<file path="src/rtl/nibble_ram_reader_if.sv">
// Request/response and RAM pin bundle for the nibble-serial RAM read port.
// The slave modport is the reader itself; the master is the requester plus the RAM model.
interface nibble_ram_reader_if #(
    parameter int RAM_PINS  = 4,
    parameter int ADDR_BITS = 16,
    parameter int DATA_BITS = 16
);
    logic                 req_valid;
    logic [ADDR_BITS-1:0] req_addr;
    logic                 req_ready;
    logic                 rsp_valid;
    logic [DATA_BITS-1:0] rsp_data;
    logic                 ram_start;
    logic [RAM_PINS-1:0]  ram_addr;
    logic [RAM_PINS-1:0]  ram_data;

    modport slave (
        input  req_valid, req_addr, ram_data,
        output req_ready, rsp_valid, rsp_data, ram_start, ram_addr
    );

    modport master (
        output req_valid, req_addr, ram_data,
        input  req_ready, rsp_valid, rsp_data, ram_start, ram_addr
    );
endinterface

</file>
<file path="src/rtl/nibble_ram_reader.sv">
// Nibble-serial RAM read port: shifts an address out LSB nibble first, waits LATENCY cycles, shifts a word in.
// Response strobes NA+LATENCY+ND+1 cycles after accept; one request in flight, no backpressure on rsp_valid.
module nibble_ram_reader #(
    parameter int RAM_PINS  = 4,
    parameter int ADDR_BITS = 16,
    parameter int DATA_BITS = 16,
    parameter int LATENCY   = 2
) (
    input  logic                clk,
    input  logic                rst_n,
    nibble_ram_reader_if.slave  bus
);
    localparam int NA   = ADDR_BITS / RAM_PINS;
    localparam int ND   = DATA_BITS / RAM_PINS;
    localparam int NMAX = (NA > ND) ? NA : ND;
    localparam int CW   = $clog2(NMAX) + 1;
    localparam logic [CW-1:0] NA_LAST   = CW'(NA - 1);
    localparam logic [CW-1:0] ND_LAST   = CW'(ND - 1);
    localparam logic [3:0]    WAIT_LAST = 4'(LATENCY - 1);

    if ((ADDR_BITS % RAM_PINS) != 0 || (DATA_BITS % RAM_PINS) != 0 ||
        LATENCY > 15 || LATENCY < 0) begin : g_bad_params
        $error("nibble_ram_reader: illegal RAM_PINS/ADDR_BITS/DATA_BITS/LATENCY combination");
    end

    typedef enum logic [1:0] {IDLE, ADDR, WAIT, DATA} state_t;

    state_t               state;
    logic [CW-1:0]        nib_cnt;
    logic [3:0]           wait_cnt;
    logic [ADDR_BITS-1:0] addr_sh;
    logic [DATA_BITS-1:0] data_sh;
    logic [DATA_BITS-1:0] data_next;
    logic [RAM_PINS-1:0]  ram_addr_q;
    logic                 ram_start_q;
    logic                 rsp_valid_q;
    logic [DATA_BITS-1:0] rsp_data_q;

    // Drop the incoming nibble into its slot; the completed word feeds both the
    // assembly register and rsp_data on the final data edge.
    always_comb begin
        data_next = data_sh;
        data_next[int'(nib_cnt)*RAM_PINS +: RAM_PINS] = bus.ram_data;
    end

    always_ff @(posedge clk or negedge rst_n) begin
        if (!rst_n) begin
            state       <= IDLE;
            nib_cnt     <= '0;
            wait_cnt    <= '0;
            addr_sh     <= '0;
            data_sh     <= '0;
            ram_addr_q  <= '0;
            ram_start_q <= 1'b0;
            rsp_valid_q <= 1'b0;
            rsp_data_q  <= '0;
        end else begin
            ram_start_q <= 1'b0;
            rsp_valid_q <= 1'b0;
            case (state)
                IDLE: begin
                    if (bus.req_valid) begin
                        state       <= ADDR;
                        ram_addr_q  <= bus.req_addr[RAM_PINS-1:0];
                        addr_sh     <= bus.req_addr >> RAM_PINS;
                        ram_start_q <= 1'b1;
                        nib_cnt     <= '0;
                        data_sh     <= '0;
                    end
                end
                ADDR: begin
                    if (nib_cnt == NA_LAST) begin
                        ram_addr_q <= '0;
                        nib_cnt    <= '0;
                        wait_cnt   <= '0;
                        state      <= (LATENCY == 0) ? DATA : WAIT;
                    end else begin
                        ram_addr_q <= addr_sh[RAM_PINS-1:0];
                        addr_sh    <= addr_sh >> RAM_PINS;
                        nib_cnt    <= nib_cnt + CW'(1);
                    end
                end
                WAIT: begin
                    if (wait_cnt == WAIT_LAST) begin
                        state <= DATA;
                    end else begin
                        wait_cnt <= wait_cnt + 4'd1;
                    end
                end
                DATA: begin
                    data_sh <= data_next;
                    if (nib_cnt == ND_LAST) begin
                        state       <= IDLE;
                        nib_cnt     <= '0;
                        rsp_valid_q <= 1'b1;
                        rsp_data_q  <= data_next;
                    end else begin
                        nib_cnt <= nib_cnt + CW'(1);
                    end
                end
                default: state <= IDLE;
            endcase
        end
    end

    assign bus.req_ready = (state == IDLE);
    assign bus.rsp_valid = rsp_valid_q;
    assign bus.rsp_data  = rsp_data_q;
    assign bus.ram_start = ram_start_q;
    assign bus.ram_addr  = ram_addr_q;
endmodule

</file>
<file path="src/flat_wrapper.sv">
// flat-port wrapper written by rule: the top's interface ports become plain ports
module nibble_ram_reader_flat 
#(
    parameter int RAM_PINS  = 4,
    parameter int ADDR_BITS = 16,
    parameter int DATA_BITS = 16,
    parameter int LATENCY   = 2
)
  (clk, rst_n, bus_req_valid, bus_req_addr, bus_ram_data, bus_req_ready, bus_rsp_valid, bus_rsp_data, bus_ram_start, bus_ram_addr);
  nibble_ram_reader_if #(.RAM_PINS(RAM_PINS), .ADDR_BITS(ADDR_BITS), .DATA_BITS(DATA_BITS)) bus_i ();
  input  logic clk;
  input  logic rst_n;
  input wire logic [$bits(bus_i.req_valid)-1:0] bus_req_valid;
  input wire logic [$bits(bus_i.req_addr)-1:0] bus_req_addr;
  input wire logic [$bits(bus_i.ram_data)-1:0] bus_ram_data;
  output wire logic [$bits(bus_i.req_ready)-1:0] bus_req_ready;
  output wire logic [$bits(bus_i.rsp_valid)-1:0] bus_rsp_valid;
  output wire logic [$bits(bus_i.rsp_data)-1:0] bus_rsp_data;
  output wire logic [$bits(bus_i.ram_start)-1:0] bus_ram_start;
  output wire logic [$bits(bus_i.ram_addr)-1:0] bus_ram_addr;
  assign bus_i.req_valid = bus_req_valid;
  assign bus_i.req_addr = bus_req_addr;
  assign bus_i.ram_data = bus_ram_data;
  assign bus_req_ready = bus_i.req_ready;
  assign bus_rsp_valid = bus_i.rsp_valid;
  assign bus_rsp_data = bus_i.rsp_data;
  assign bus_ram_start = bus_i.ram_start;
  assign bus_ram_addr = bus_i.ram_addr;
  nibble_ram_reader #(.RAM_PINS(RAM_PINS), .ADDR_BITS(ADDR_BITS), .DATA_BITS(DATA_BITS), .LATENCY(LATENCY)) u_core (.clk(clk), .rst_n(rst_n), .bus(bus_i));
endmodule
</file>
<file path="config.mk">
export PLATFORM = sky130hd
export DESIGN_NAME = nibble_ram_reader_flat
export DESIGN_NICKNAME = d
export VERILOG_FILES = /design/src/rtl/nibble_ram_reader_if.sv /design/src/rtl/nibble_ram_reader.sv /design/src/flat_wrapper.sv
export SDC_FILE = /design/constraint.sdc
export NUM_CORES = 1
export LEC_CHECK = 0
export ABC_AREA = 1
export CAP_MARGIN = 25
export CORE_MARGIN = 5
export CORE_UTILIZATION = 30
export CTS_BUF_LIST = sky130_fd_sc_hd__clkbuf_16
export CTS_CLUSTER_SIZE = 20
export DETAILED_ROUTE_END_ITERATION = 16
export GPL_TIMING_DRIVEN = 0
export MAX_ROUTING_LAYER = met4
export PLACE_DENSITY = 0.59
export RECOVER_POWER = 50
export SETUP_SLACK_MARGIN = 0.15
export SLEW_MARGIN = 10
export SYNTH_ARGS = -nofsm -noshare
export SYNTH_HDL_FRONTEND = slang
export SYNTH_SLANG_ARGS = --single-unit
</file>
<file path="constraint.sdc">
create_clock -name clk -period 1.7 [get_ports clk]
set_clock_uncertainty 0.2 [all_clocks]
set_input_delay 0.425 -clock clk [delete_from_list [all_inputs] [get_ports clk]]
set_output_delay 0.425 -clock clk [all_outputs]
set_load 0.1 [all_outputs]
</file>
==> metrics.yaml <==
outcome: "finished with violations"
violations: "negative setup slack"
drc: 0
wl_per_cell_um: 12.7
die_w_um: 109
firstDrtPassIters: 4
ff_latch_area_sq_um: 1480
slowest_stage: "dfrtp_1"
required_ps: 1070
finalNonFillerCells: 583
crit_buf_inv: 2
crit_path_max_fanout: 4
final_cell_mix: "nand2_1, dfrtp_1, nand3_1"
final_common_cell: "nand2_1"
cpPeakStageDelay_ps: 400
cts_tree: "done"
syn_area_sq_um: 2940
fin_nets: 480
synth_top_area_share_pct: 50.2
crit_family: "flip-flops"
io_buffers: 45
syn-num-nets: 381
worst_ep_arrival_time_ps: 1210
numCtsBuffers: 9
num_io_pins: 46
post-route-util_pct: 49.1
avgViaCountPerCell: 4.56
critPathCaptureType: "primary output"
vias: 2661
num-fill-cells: 912
holdCritPathClass: "in -> async"
area_growth_pct: 61.8
cts_root_buf: "clkbuf_16"
max_freq_mhz: 544
wirelength_mm: 7.41
worstMarginPinSlew_ps: 807
setup_viol: 52
netlist_instances: 348
final.min_clock_period_ps: 1840
max_slew_margin_pct: 46.2
finalCritPeriodShare_pct: 108
ys_warn_count: 0
chipHeight_um: 109
power_density_nw_per_um2: 1960
grt_setup_unrepaired: "true"
multi_input_area_sq_um: 1580
hold_violations: 0
regToRegSetupSlack_ps: -130
clock_sinks: 59
diodes: 0
grt_pass1_wl_mm: 12.3
route.antenna.remaining_nets: 0
fin_ws_ps: -137
synth_cell_types: 28
htreeDepth: 3
clockBufferDepth: 2
syn_area_per_cell_sq_um: 8.45
cts.clk_slew.worst_paths_ps: 50
grt_usage_pct: 13.5
die-area_sq_um: 11900
worst-setup-path-type: "reg -> out"
fin_tns_setup_ps: -2940
drtIter0Drc: 101
coreArea_sq_um: 9680
synth_top_area_cell: "dfrtp_1"
synth-seq-cells: 59
hold_buffers: 0
clock_latency_ps: 320
drive_gt1_share_pct: 39.8
place_congestion: 0.767
seq_area_frac_synth_pct: 50.2
grt-ovfl-total: 0
worstPathCellList: "inv_2, ha_4, buf_12"
synth_area_leaders: "dfrtp_1, nand2_1, nand3_1, inv_1, ha_1"
leakage_nw: 2.24
dpl.hpwl_mm: 4.68
antenna_found_initial: 0
final_max_slew_viol_count: 0
ir_drop_uv: 1560
initial_core_util_pct: 30.4
start_kind: "register"
cap_violations: 0
grt_pass1_vias: 2719
place_inst: 526
grt_max_degree: 60
power.total_mw: 9.33
num_rows: 36
==> cell usage after synthesis, drive strengths merged <==
library cell,instances
dfrtp,59
a21oi,2
xnor2,1
nand2,116
nand4,6
o21ai,32
mux2i,8
inv,39
nand3,42
a31oi,4
or2,1
buf,8
nor3,1
nor2,18
clkbuf,1
ha,10
==> routing by layer <==
metal | share of wire [%] | track usage, % | up-vias
met3 | 3.6 | 3.91 | 15
met4 | 1.8 | 5.14 | 0
met1 | 44 | 15.5 | 1271
li1 | - | - | 1327
met5 | 0 | - | -
met2 | 50 | 22.3 | 48
==> worst paths after layout <==
check                                                    from                                  end  cells after the start
worst max-delay path              u_core.state[1]$_DFFE_PN0P_                        bus_req_ready                      3
worst min-delay path                                    rst_n  u_core.bus.rsp_data[14]$_DFFE_PN0P_                      1
worst max register to register  u_core.nib_cnt[1]$_DFFE_PN0P_        u_core.data_sh[5]$_DFFE_PN0P_                      8
worst min register to register  u_core.addr_sh[8]$_DFFE_PN0P_        u_core.addr_sh[8]$_DFFE_PN0P_                      2
max in group asynchronous                               rst_n        u_core.nib_cnt[0]$_DFFE_PN0P_                      1
min in group clk                u_core.addr_sh[8]$_DFFE_PN0P_        u_core.addr_sh[8]$_DFFE_PN0P_                      2
==> sequential cells by signal, summed over array words and instances, names as in the netlist <==
| register | cells |
|---|---|
| u_core.bus.rsp_data | 16 |
| u_core.data_sh | 16 |
| u_core.addr_sh | 12 |
| u_core.bus.ram_addr | 4 |
| u_core.wait_cnt | 4 |
| u_core.nib_cnt | 3 |
| u_core.state | 2 |
| u_core.bus.ram_start | 1 |
| u_core.bus.rsp_valid | 1 |
==> power by group <==
group,total (mW),internal (mW),switching [mW]
logic,5.62,2.34,3.28
clock network,1.55,0.948,0.600
registers,2.16,1.81,0.350
total,9.33,5.10,4.23
==> repair_timing <==
item	in CTS	in global routing
pin swaps	21	10
hold endpoints to repair	0	0
buffers inserted	21	19
gates resized for setup	259	53
setup endpoints to repair	80	79
cloned	2	1
==> logic make-up (layout without fill, tap and decap cells) <==
family,Yosys count,after routing,synth area share [%]
and+or+nand+nor,184,184,26.9
muxes,8,8,2.72
xor gates and xnor gates,1,1,0.298
adders and majority gates,10,10,4.25
AOI/OAI and AO/OA,38,38,8.55
DFF,59,59,50.2
buffers and inverters,48,150,7.06
==> metrics by stage <==
step / instance area (sq um) / hold slack [ps] / setup slack (ps)
5_1_grt: 4760 / 95.4 / -203
6_report: 4760 / 13.7 / -137
4_1_cts: 4420 / 1.04 / -129
2_1_floorplan: 3050 / -70.6 / -58.9
3_3_place_gp: 3660 / 254 / -2140
3_5_place_dp: 3660 / 259 / -792
==> area by class of cell <==
cell class	count	share of cell area (%)
buffer	9	1.71
clock buffer	9	4.73
clock inverter	5	0.473
inverter	39	3.76
multi-input combinational	241	33.2
sequential	59	31.0
tap	133	3.50
timing repair buffer	88	21.6
Power figures use the tool's default switching activity.
